<file path="config.mk">
export PLATFORM = sky130hd
export DESIGN_NAME = btn_conditioner
export DESIGN_NICKNAME = d
export VERILOG_FILES = /design/src/rtl/btn_conditioner.sv
export SDC_FILE = /design/constraint.sdc
export NUM_CORES = 1
export LEC_CHECK = 0
export CORE_MARGIN = 2
export CORE_UTILIZATION = 65
export DETAILED_ROUTE_END_ITERATION = 10
export PLACE_DENSITY_LB_ADDON = 0.05
export SLEW_MARGIN = 10
export SYNTH_ARGS = -nofsm -noshare
export SYNTH_HDL_FRONTEND = slang
export SYNTH_SLANG_ARGS = --single-unit
</file>
<file path="constraint.sdc">
create_clock -name Clk -period 5.4 [get_ports Clk]
set_input_delay 0.81 -clock Clk [delete_from_list [all_inputs] [get_ports Clk]]
set_output_delay 0.81 -clock Clk [all_outputs]
set_load 0.05 [all_outputs]
</file>
<file path="src/rtl/btn_conditioner.sv">
// Multi-channel push-button front end: sync, debounce, edges, long-press.
// Optional auto-repeat of Press while held: define BTN_COND_REPEAT_EN.
module btn_conditioner #(
  parameter int CHANNELS        = 4,
  parameter int ACTIVE_LOW      = 1,
  parameter int DEBOUNCE_CYCLES = 50000,
  parameter int LONG_CYCLES     = 25000000,
  parameter int REPEAT_CYCLES   = 5000000
) (
  input  logic                Clk,
  input  logic                RstN,
  input  logic [CHANNELS-1:0] BtnRaw,
  output logic [CHANNELS-1:0] Level,
  output logic [CHANNELS-1:0] Press,
  output logic [CHANNELS-1:0] Release,
  output logic [CHANNELS-1:0] LongPress,
  output logic [CHANNELS-1:0] LongHeld
);

  localparam int HOLD_MAX =
    (LONG_CYCLES > REPEAT_CYCLES) ? LONG_CYCLES : REPEAT_CYCLES;
  localparam int DW = $clog2(DEBOUNCE_CYCLES + 1);
  localparam int HW = $clog2(HOLD_MAX + 1);

  localparam logic [DW-1:0] DB_LAST   = DW'(DEBOUNCE_CYCLES - 1);
  localparam logic [HW-1:0] LONG_LAST = HW'(LONG_CYCLES - 1);
`ifdef BTN_COND_REPEAT_EN
  localparam logic [HW-1:0] REP_LAST  = HW'(REPEAT_CYCLES - 1);
`else
  localparam logic [HW-1:0] HOLD_TOP  = HW'(HOLD_MAX);
`endif

  typedef enum logic [1:0] {
    IDLE,
    HELD,
    LONG
  } hold_e;

  logic [CHANNELS-1:0] p;
  logic [CHANNELS-1:0] s1;
  logic [CHANNELS-1:0] s2;
  logic [CHANNELS-1:0] hit;
  logic [CHANNELS-1:0] acc_press;
  logic [CHANNELS-1:0] acc_rel;

  logic [DW-1:0] db_cnt   [CHANNELS];
  logic [HW-1:0] hold_cnt [CHANNELS];
  hold_e         state    [CHANNELS];

  // Map pins to "1 = pressed" before they enter the synchroniser.
  assign p = (ACTIVE_LOW != 0) ? ~BtnRaw : BtnRaw;

  // A level change is accepted on the cycle its stable run completes.
  always_comb begin
    hit = '0;
    for (int i = 0; i < CHANNELS; i++) begin
      hit[i] = (s2[i] != Level[i]) && (db_cnt[i] == DB_LAST);
    end
    acc_press = hit & s2;
    acc_rel   = hit & ~s2;
  end

  // Synchroniser, debounce counter and debounced level per channel.
  always_ff @(posedge Clk or negedge RstN) begin
    if (!RstN) begin
      s1    <= '0;
      s2    <= '0;
      Level <= '0;
      for (int i = 0; i < CHANNELS; i++) begin
        db_cnt[i] <= '0;
      end
    end else begin
      s1 <= p;
      s2 <= s1;
      for (int i = 0; i < CHANNELS; i++) begin
        if (s2[i] == Level[i]) begin
          db_cnt[i] <= '0;
        end else if (hit[i]) begin
          db_cnt[i] <= '0;
          Level[i]  <= s2[i];
        end else begin
          db_cnt[i] <= db_cnt[i] + 1'b1;
        end
      end
    end
  end

  // Hold FSM: edge pulses, long-press timing and optional repeats.
  always_ff @(posedge Clk or negedge RstN) begin
    if (!RstN) begin
      Press     <= '0;
      Release   <= '0;
      LongPress <= '0;
      LongHeld  <= '0;
      for (int i = 0; i < CHANNELS; i++) begin
        state[i]    <= IDLE;
        hold_cnt[i] <= '0;
      end
    end else begin
      Press     <= '0;
      Release   <= '0;
      LongPress <= '0;
      for (int i = 0; i < CHANNELS; i++) begin
        if (acc_rel[i]) begin
          // Release wins over a long-press or repeat due this cycle.
          state[i]    <= IDLE;
          hold_cnt[i] <= '0;
          Release[i]  <= 1'b1;
          LongHeld[i] <= 1'b0;
        end else begin
          unique case (state[i])
            IDLE: begin
              if (acc_press[i]) begin
                state[i]    <= HELD;
                hold_cnt[i] <= '0;
                Press[i]    <= 1'b1;
              end
            end
            HELD: begin
              if (hold_cnt[i] == LONG_LAST) begin
                state[i]     <= LONG;
                hold_cnt[i]  <= '0;
                LongPress[i] <= 1'b1;
                LongHeld[i]  <= 1'b1;
              end else begin
                hold_cnt[i] <= hold_cnt[i] + 1'b1;
              end
            end
            LONG: begin
`ifdef BTN_COND_REPEAT_EN
              // Counter doubles as the repeat timer, wrapping per pulse.
              if (hold_cnt[i] == REP_LAST) begin
                hold_cnt[i] <= '0;
                Press[i]    <= 1'b1;
              end else begin
                hold_cnt[i] <= hold_cnt[i] + 1'b1;
              end
`else
              if (hold_cnt[i] != HOLD_TOP) begin
                hold_cnt[i] <= hold_cnt[i] + 1'b1;
              end
`endif
            end
            default: begin
              state[i]    <= IDLE;
              hold_cnt[i] <= '0;
            end
          endcase
        end
      end
    end
  end

endmodule

</file>
Word-level counts from Yosys, hierarchy flattened. Index checks and enable logic that the tools add are counted.

Input port bits: 6. Register bits after elaboration: 200. Word-level logic and storage cells: 201. Output and inout port bits: 20.

Reductions and logical operators: 32. Bitwise logic cells: 8. Eq/ne operators: 44. Add/sub/neg operators: 8. Multiplexer cells: 84.

Operator list (number): 2-to-1 mux 25 bit (16); one-hot mux 25 bit (3 select lines) (4); 2-to-1 mux 16 bit (8); adder 25 x 1 -> 25 bit (second input constant) (4); equality test 25 bit (second input constant) (4); != test 25 bit (second input constant) (4); adder 16 x 1 -> 16 bit (second input constant) (4); equality test 16 bit (second input constant) (4); 2-to-1 mux 1 bit (40); != test 3 bit (second input constant) (12); 2-to-1 mux 2 bit (12); one-hot mux 2 bit (3 select lines) (4); AND reduction 2 bit (12); nonzero test 2 bit (8); AND reduction 3 bit (4); AND 4 bit (2); equality test 2 x 1 -> 1 bit (second input constant) (4); equality test 2 bit (second input constant) (4); zero test 2 bit (4); != test 2 bit (second input constant) (4); inverter 4 bit (2); equality test 1 bit (4); logical AND 1 bit (4); != test 1 bit (4); inverter 1 bit (4).

Depth between registers and ports, before layout. Gate-level depths: netlist of run 1.

Depth after elaboration: 6. Depth in mapped cells: 10. Mapped depth without buffers: 8.

Worst setup path before layout of run 1. OpenSTA, ideal clock, no wires.

Path type: register -> register. Start point: reg hold_cnt[0] in the netlist's numbering. End point: reg hold_cnt[13] in the netlist's numbering. Buffers on the path: 2. Required time: 5279 ps. Arrival: 2075 ps. Stages on the path, launching flop included: 11. Setup time: 121 ps. Path slack: 3204 ps. Clock period less this slack: 2196 ps. Cell sequence: dfrtp_1 > inv_1 > ha_1 > nor4b_1 > nand4b_1 > o311ai_1 > nand3_2 > nor2b_1 > buf_6 > buf_6 > a22o_1.

Cells in the longest elaborated chain, start to end: 4. Elaborated cells on any way between the ends: 9. Classes of those cells: 1 x add/sub; 3 x eq/ne; 4 x mux; 1 x reduce/logical.

Ends and longest elaborated chain: start, declared (line 47) `logic [HW-1:0] hold_cnt [CHANNELS];`; start signal, assigned by index (line 126) `hold_cnt[i] <= hold_cnt[i] + 1'b1;`; start signal, assigned by index (line 140) `hold_cnt[i] <= hold_cnt[i] + 1'b1;`; adder 25 x 1 -> 25 bit or equality test 25 bit (tied branches) (line 126, 140, 120); 2-to-1 mux 25 bit (on tied branches) (line 139, 120); one-hot mux 25 bit (3 select lines) (line 111) `unique case (state[i])`; 2-to-1 mux 25 bit (line 104) `if (acc_rel[i]) begin`.

Several ways; a longest one is shown, not always the timed one. The select of a mux whose other input is x is not followed. A chain may end at the register's enable or synchronous reset.

Final worst setup path of run 1.
Start point: reg db_cnt[12] in the netlist's numbering. End point: reg hold_cnt[22] in the netlist's numbering.

Cells in the longest elaborated chain, start to end: 5. Elaborated cells on any way between the ends: 8. Classes of those cells: 3 x eq/ne; 1 x mux; 2 x bitwise; 2 x reduce/logical.

Ends and longest elaborated chain: start, declared (line 46) `logic [DW-1:0] db_cnt [CHANNELS];`; start signal, assigned by index (line 82) `db_cnt[i] <= db_cnt[i] + 1'b1;`; equality test 16 bit * (line 57) `hit[i] = (s2[i] != Level[i]) && (db_cnt[i] == DB_LAST);`; logical AND 1 bit * (line 57); AND 4 bit (on tied branches) (line 60, 59); != test 3 bit (no line); AND reduction 2 bit (no line).

Every way passes the cells marked *; elsewhere a longest branch is shown, timed or not.

==> out/summary.txt, run 1 <==
Initial DRC count -> 798
Wire per inst -> 16.13 um
Met1 Use GR -> 0.3665
Net Count, Synth -> 1181
Clock Tree Buf Depth -> 2
Pwr/cell area -> 256.4 mW/mm^2
Clk sinks -> 200
Met3 usage -> 0.04636
Slowest CP cell -> nor2b_1
H-tree depth -> 4
Min-delay src -> s1[2]
Largest net degree at the start of global routing -> 104
Root Driver -> clkbuf_16
Crit. Startpoint -> db_cnt[12]
Die Area -> 0.01757 mm^2
GPL Wtd Cong -> 0.8219
DR vias -> 8632
Vias per std cell -> 6.246
Share of cells above drive strength 1 -> 0.05250
Pre-CTS setup slack -> 2460 ps
Mapped Cells -> 1147
Distinct cells, synth -> 66
Max Fclk -> 333.9 MHz
CP arrival -> 3370 ps
Post-route ant nets -> 0
Post-synthesis sequential area ratio -> 0.4658
PostCTS Resize Cnt -> 0
Crit share post-route -> 0.5546
Post-Syn Area -> 0.01074 mm^2
I/O Pins -> 26
Initial antenna violation count -> 0
CTS tree -> built
Vias in the first global route -> 8200
Worst slew margin -> 0.2098
Max VDD drop -> 221.5 uV
WP buf/inv -> 1
Worst hold path class -> reg -> reg
Crit path cell chain -> nor4bb_1, and4_1, nand2_1, nand3_2, nor2b_1, buf_4, a22o_1
Nets -> 1183
Total CTS buffers -> 17
Synth area leader -> dfrtp_1
GR peak layer -> met2
PnR worst setup slack -> 2405 ps
ANT cells -> 0
Area delta synth->final -> 9.783%
Post-synth EDFFs -> 0
Clock transition at the registers of the reported paths -> 70 ps
Seq cells post-synth -> 200
# DRC -> 0
Status -> completed
Crit end category -> flop
Clk_lat worst skew -> 440 ps
Area fraction of the dominant cell type after synthesis -> 0.4658
Initial Utilization -> 0.6572
RSZ-0062 raised after global routing -> false
Core box area -> 0.01635 mm^2
M2 GR Usage -> 0.4243
Largest cells by area after synthesis -> dfrtp_1 (47%), nor2_1 (4.1%), and3_1 (3.9%), a22o_1 (3.5%), nand3_1 (3.4%)
Critical path peak fanout -> 28
Global-route wire length before repair -> 38390 um
Syn_area_per_cell -> 9.367 um^2
Origin of the critical flop-to-flop path -> db_cnt[12]
# port buffers -> 25
Final Critical Period -> 2995 ps
Post-CTS setup repair buffer count -> 0
Setup violations, final -> 0
Async SR Flop Fraction -> 1.000
Grt total ovfl -> 0
Actual slew at the worst max-slew pin -> 1185 ps
Die Wd -> 132.6 um
HPWL Detailed -> 14170 um
Most common cell in the netlist -> dfrtp_1
Max Slew Vio Count -> 0
Hold buffer count at cts -> 0
Final WL -> 22290 um
Pleak -> 0.005155 uW
Final hold vios -> 0
MaxCap Viol Count -> 0
CP max stage delay -> 620 ps
Startpoint types -> flop
GR Util All Layers -> 0.2625
Dominant synthesized flop cell -> dfrtp_1
Crit path kind -> reg -> reg
Num rows -> 47
Worst path required time -> 5770 ps
Final Skew -> 10.04 ps
Yosys warnings -> 0
Fin Setup TNS -> 0 ps
Crit path max-delay family -> simple AND/OR/NAND/NOR gates
Drt pass-1 iters -> 5
Commonest cells post-synth -> dfrtp_1 (200), nor2_1 (118), nand3_1 (73)
Die Y -> 132.6 um
==> placed cells by master, fill, tap and decap left out, types with 17 or more instances in the layout <==
cell | netlist | routed
a21oi_1 | 36 | 34
a22o_1 | 43 | 43
a31oi_1 | 22 | 22
and3_1 | 67 | 67
clkbuf_16 | 0 | 17
clkdlybuf4s50_1 | 0 | 24
dfrtp_1 | 200 | 200
ha_1 | 28 | 28
inv_1 | 62 | 62
nand2_1 | 66 | 66
nand3_1 | 73 | 73
nand4_1 | 26 | 26
nor2_1 | 118 | 118
nor2b_1 | 19 | 19
nor3_1 | 36 | 36
o21ai_0 | 55 | 54
o21ai_1 | 19 | 20
xnor2_1 | 31 | 31
xor2_1 | 24 | 24
==> worst reg2reg max path, stage by stage (launching register included) <==
cell and delay, ps:
dfrtp_1 420, nor4bb_1 460, and4_1 340, nand2_1 200, nand3_2 420, nor2b_1 620
buf_4 320, a22o_1 160
==> logic make-up after synthesis <==
group,after synthesis,synth area share
DFF,200,0.4658
buffers and inverters,111,0.04285
adders and majority gates,28,0.03261
xor gates and xnor gates,55,0.04484
muxes,13,0.01246
AOI/OAI and AO/OA,241,0.1513
and+or+nand+nor,499,0.2501
==> metal layers <==
layer	up-vias	share of wire
met5	-	0
met4	0	0.013
met3	34	0.034
met2	180	0.48
met1	4249	0.47
li1	4169	-
==> state kept, by name, indices dropped and copies added (netlist names) <==
name       cells
s1             4
LongHeld       4
LongPress      4
s2             4
hold_cnt     100
db_cnt        64
Press          4
Release        4
Level          4
state          8
==> metrics by stage <==
stage          area (um^2)  instances  total power, uW  utilization  hold slack, ps
2_1_floorplan        10740       1147             1562            -           331.2
3_3_place_gp         11120       1350             1601       0.6801           333.1
3_5_place_dp         11120       1350             1603       0.6801           335.5
4_1_cts              11800       1382             3045       0.7215           353.4
5_1_grt              11800       1382             3116       0.7215           358.4
6_report             11800       1382             3024       0.7215           350.6
==> path summary, 6_finish.rpt <==
| kind | to | slack [ps] | depth (start not counted) |
|---|---|---|---|
| worst max-delay path | hold_cnt[22] | 2410 | 7 |
| worst min-delay path | s2[2] | 350 | 0 |
| worst max register to register | hold_cnt[22] | 2410 | 7 |
| worst min register to register | s2[2] | 350 | 0 |
| max in group asynchronous | db_cnt[0] | 3700 | 2 |
| min in group asynchronous | hold_cnt[52] | 460 | 1 |
==> cell type report <==
| type | instances | area, um^2 |
|---|---|---|
| repair buffers | 32 | 306.5 |
| multi-input cells | 836 | 5299 |
| clock inverters | 12 | 220.2 |
| flip-flops and latches | 200 | 5005 |
| inverters | 62 | 232.7 |
| well taps | 220 | 275.3 |
| clock buffers | 20 | 456.7 |
| fillers | 1273 | 4553 |
==> report_power, final <==
part	internal (uW)	leakage, uW	switching, uW
clock network	894	0.000330	559
logic	12.9	0.00206	43.2
registers	1510	0.00277	7.73
Power figures use the tool's default switching activity.
==> run 2, diff against run 1 <==
Settings changed: CORE_UTILIZATION 65 to 56.
Clock period 5.4 ns to 2.5 ns, I/O delays scaled along.
==> run 2 against run 1 <==
  * Critical endpoint is now hold_cnt[46]
  * Global-route usage fell by 3.6 points
  * Count of clock-buffer cells in the layout grew 2
  * Routed wire length down 1.4%
  * Register-to-register slack got worse by 2300 ps
  * First-iteration DRC count is 27% lower
  * Clock skew is 2.0 ps higher
  * Sequential cell count unchanged
  * Setup slack worse by 2300 ps
  * Fmax is 24% higher
  * Sequential power is 120% higher
  * Cell count rose by 5.0%
==> out/summary.txt, run 2 (same netlist as run 1, synthesis figures left out) <==
Status -> completed
ANT cells -> 0
Crit path kind -> reg -> reg
Pwr/cell area -> 489.2 mW/mm^2
PnR worst setup slack -> 91.88 ps
Core box area -> 0.01877 mm^2
Drt pass-1 iters -> 5
Die Y -> 142.5 um
Die Area -> 0.02031 mm^2
Vias in the first global route -> 8228
CTS tree -> built
Initial Utilization -> 0.5725
Most common cell after layout, fill and taps aside -> dfrtp_1
Max reg flops -> 100
GR Util All Layers -> 0.2264
HPWL Detailed -> 14730 um
Reg area -> 0.005005 mm^2
Num rows -> 50
Max VDD drop -> 357.9 uV
I/O Pins -> 26
Initial antenna violation count -> 0
RSZ-0062 raised after global routing -> true
Total CTS buffers -> 17
Vias per std cell -> 5.892
Grt total ovfl -> 0
Crit end category -> flop
Clk_lat worst skew -> 440 ps
Clk sinks -> 200
Setup violations, final -> 0
Fin Setup TNS -> 0 ps
CP arrival -> 2730 ps
Largest Register -> hold_cnt
MaxCap Viol Count -> 0
Largest net degree at the start of global routing -> 61
Max Slew Vio Count -> 0
Area delta synth->final -> 13.80%
Pleak -> 0.005388 uW
Final WL -> 21970 um
Actual slew at the worst max-slew pin -> 662.1 ps
Nets -> 1238
# port buffers -> 25
Max Fclk -> 415.3 MHz
GPL Wtd Cong -> 0.8537
Biggest regs -> hold_cnt (100), db_cnt (64), state (8)
Global-route wire length before repair -> 37980 um
Area of the multi-input gates -> 0.005384 mm^2
Clock Tree Buf Depth -> 2
Startpoint types -> flop
Final Critical Period -> 2408 ps
Final Skew -> 12.06 ps
Root Driver -> clkbuf_16
Worst slew margin -> 0.5586
Initial DRC count -> 582
Post-route ant nets -> 0
Clock transition at the registers of the reported paths -> 70 ps
DR vias -> 8550
H-tree depth -> 4
Critical path peak fanout -> 23
Worst path required time -> 2830 ps
Pre-CTS setup slack -> -238.1 ps
Final hold vios -> 0
FILL cells -> 1512
Die Wd -> 142.5 um
Commonest non-fill, non-tap cells in the layout -> dfrtp_1 (200), nor2_1 (118), nand3_1 (73)
Wire per inst -> 15.14 um
Crit share post-route -> 0.9632
Share of cells above drive strength 1 -> 0.1035
# DRC -> 0
Worst hold path class -> reg -> reg
[run 2: layout make-up]
| class | count | share of cell area |
|---|---|---|
| Inverter | 62 | 0.01903 |
| Timing Repair Buffer | 86 | 0.06283 |
| Multi-Input combinational cell | 837 | 0.4403 |
| Clock buffer | 22 | 0.03878 |
| Sequential cell | 200 | 0.4093 |
| Tap cell | 234 | 0.02395 |
| Clock inverter | 10 | 0.005731 |
[run 2: path summary, 6_finish.rpt]
check	cells past startpoint	endpoint	from	slack, ps
max in group asynchronous	3	db_cnt[21]	RstN	1330
min in group asynchronous	2	db_cnt[36]	RstN	480
hold / removal	0	s2[2]	s1[2]	350
hold reg to reg	0	s2[2]	s1[2]	350
setup / recovery	7	hold_cnt[46]	hold_cnt[33]	90
setup reg to reg	7	hold_cnt[46]	hold_cnt[33]	90
[run 2: timing repair]
action | 4_1_cts | 5_1_grt
resized for setup | 1 | 14
hold buffers | 1 | 0
setup buffers | 1 | 1
pin swaps | 1 | 3
endpoints found under the hold margin | 57 | 0
endpoints found under the setup margin | 6 | 45
gates cloned | 0 | 1
[run 2: report_power, final]
group / internal, uW / total (uW) / switching, uW
combinational: 39.2 / 135 / 95.8
clock: 1350 / 2580 / 1220
sequential: 3260 / 3270 / 14.4
total: 4650 / 5980 / 1330
[run 2: critical path, stage by stage (launching register included)]
cell and delay (ps):
dfrtp_1 440, nor4b_1 310, nand4_1 240, o41ai_2 500, a211o_2 280, a21oi_2 40, buf_4 230, a41o_1 250
[run 2: routing by layer]
metal	up-vias	track usage	wire length, um
li1	4279	-	-
met3	16	0.04341	750
met1	4121	0.3171	10610
met4	0	0.05576	165
met5	-	0	0
met2	134	0.3656	10440
[run 2: through the flow]
stage	power [uW]	hold WS, ps	instance area [um^2]	cells	utilization
global placement	3472	332.3	11560	1415	0.6162
floorplan	3374	79.41	10740	1147	-
finish	5981	348.4	12230	1451	0.6515
CTS	6067	352.0	12130	1449	0.6465
global route	6209	361.4	12230	1451	0.6515
detailed placement	3474	336.5	11560	1415	0.6162
==> run 3, diff against run 2 <==
Settings changed: SLEW_MARGIN 10 to 20.
==> results of run 3 <==
The final DEF is identical to that of run 2; final timing and power are the same.
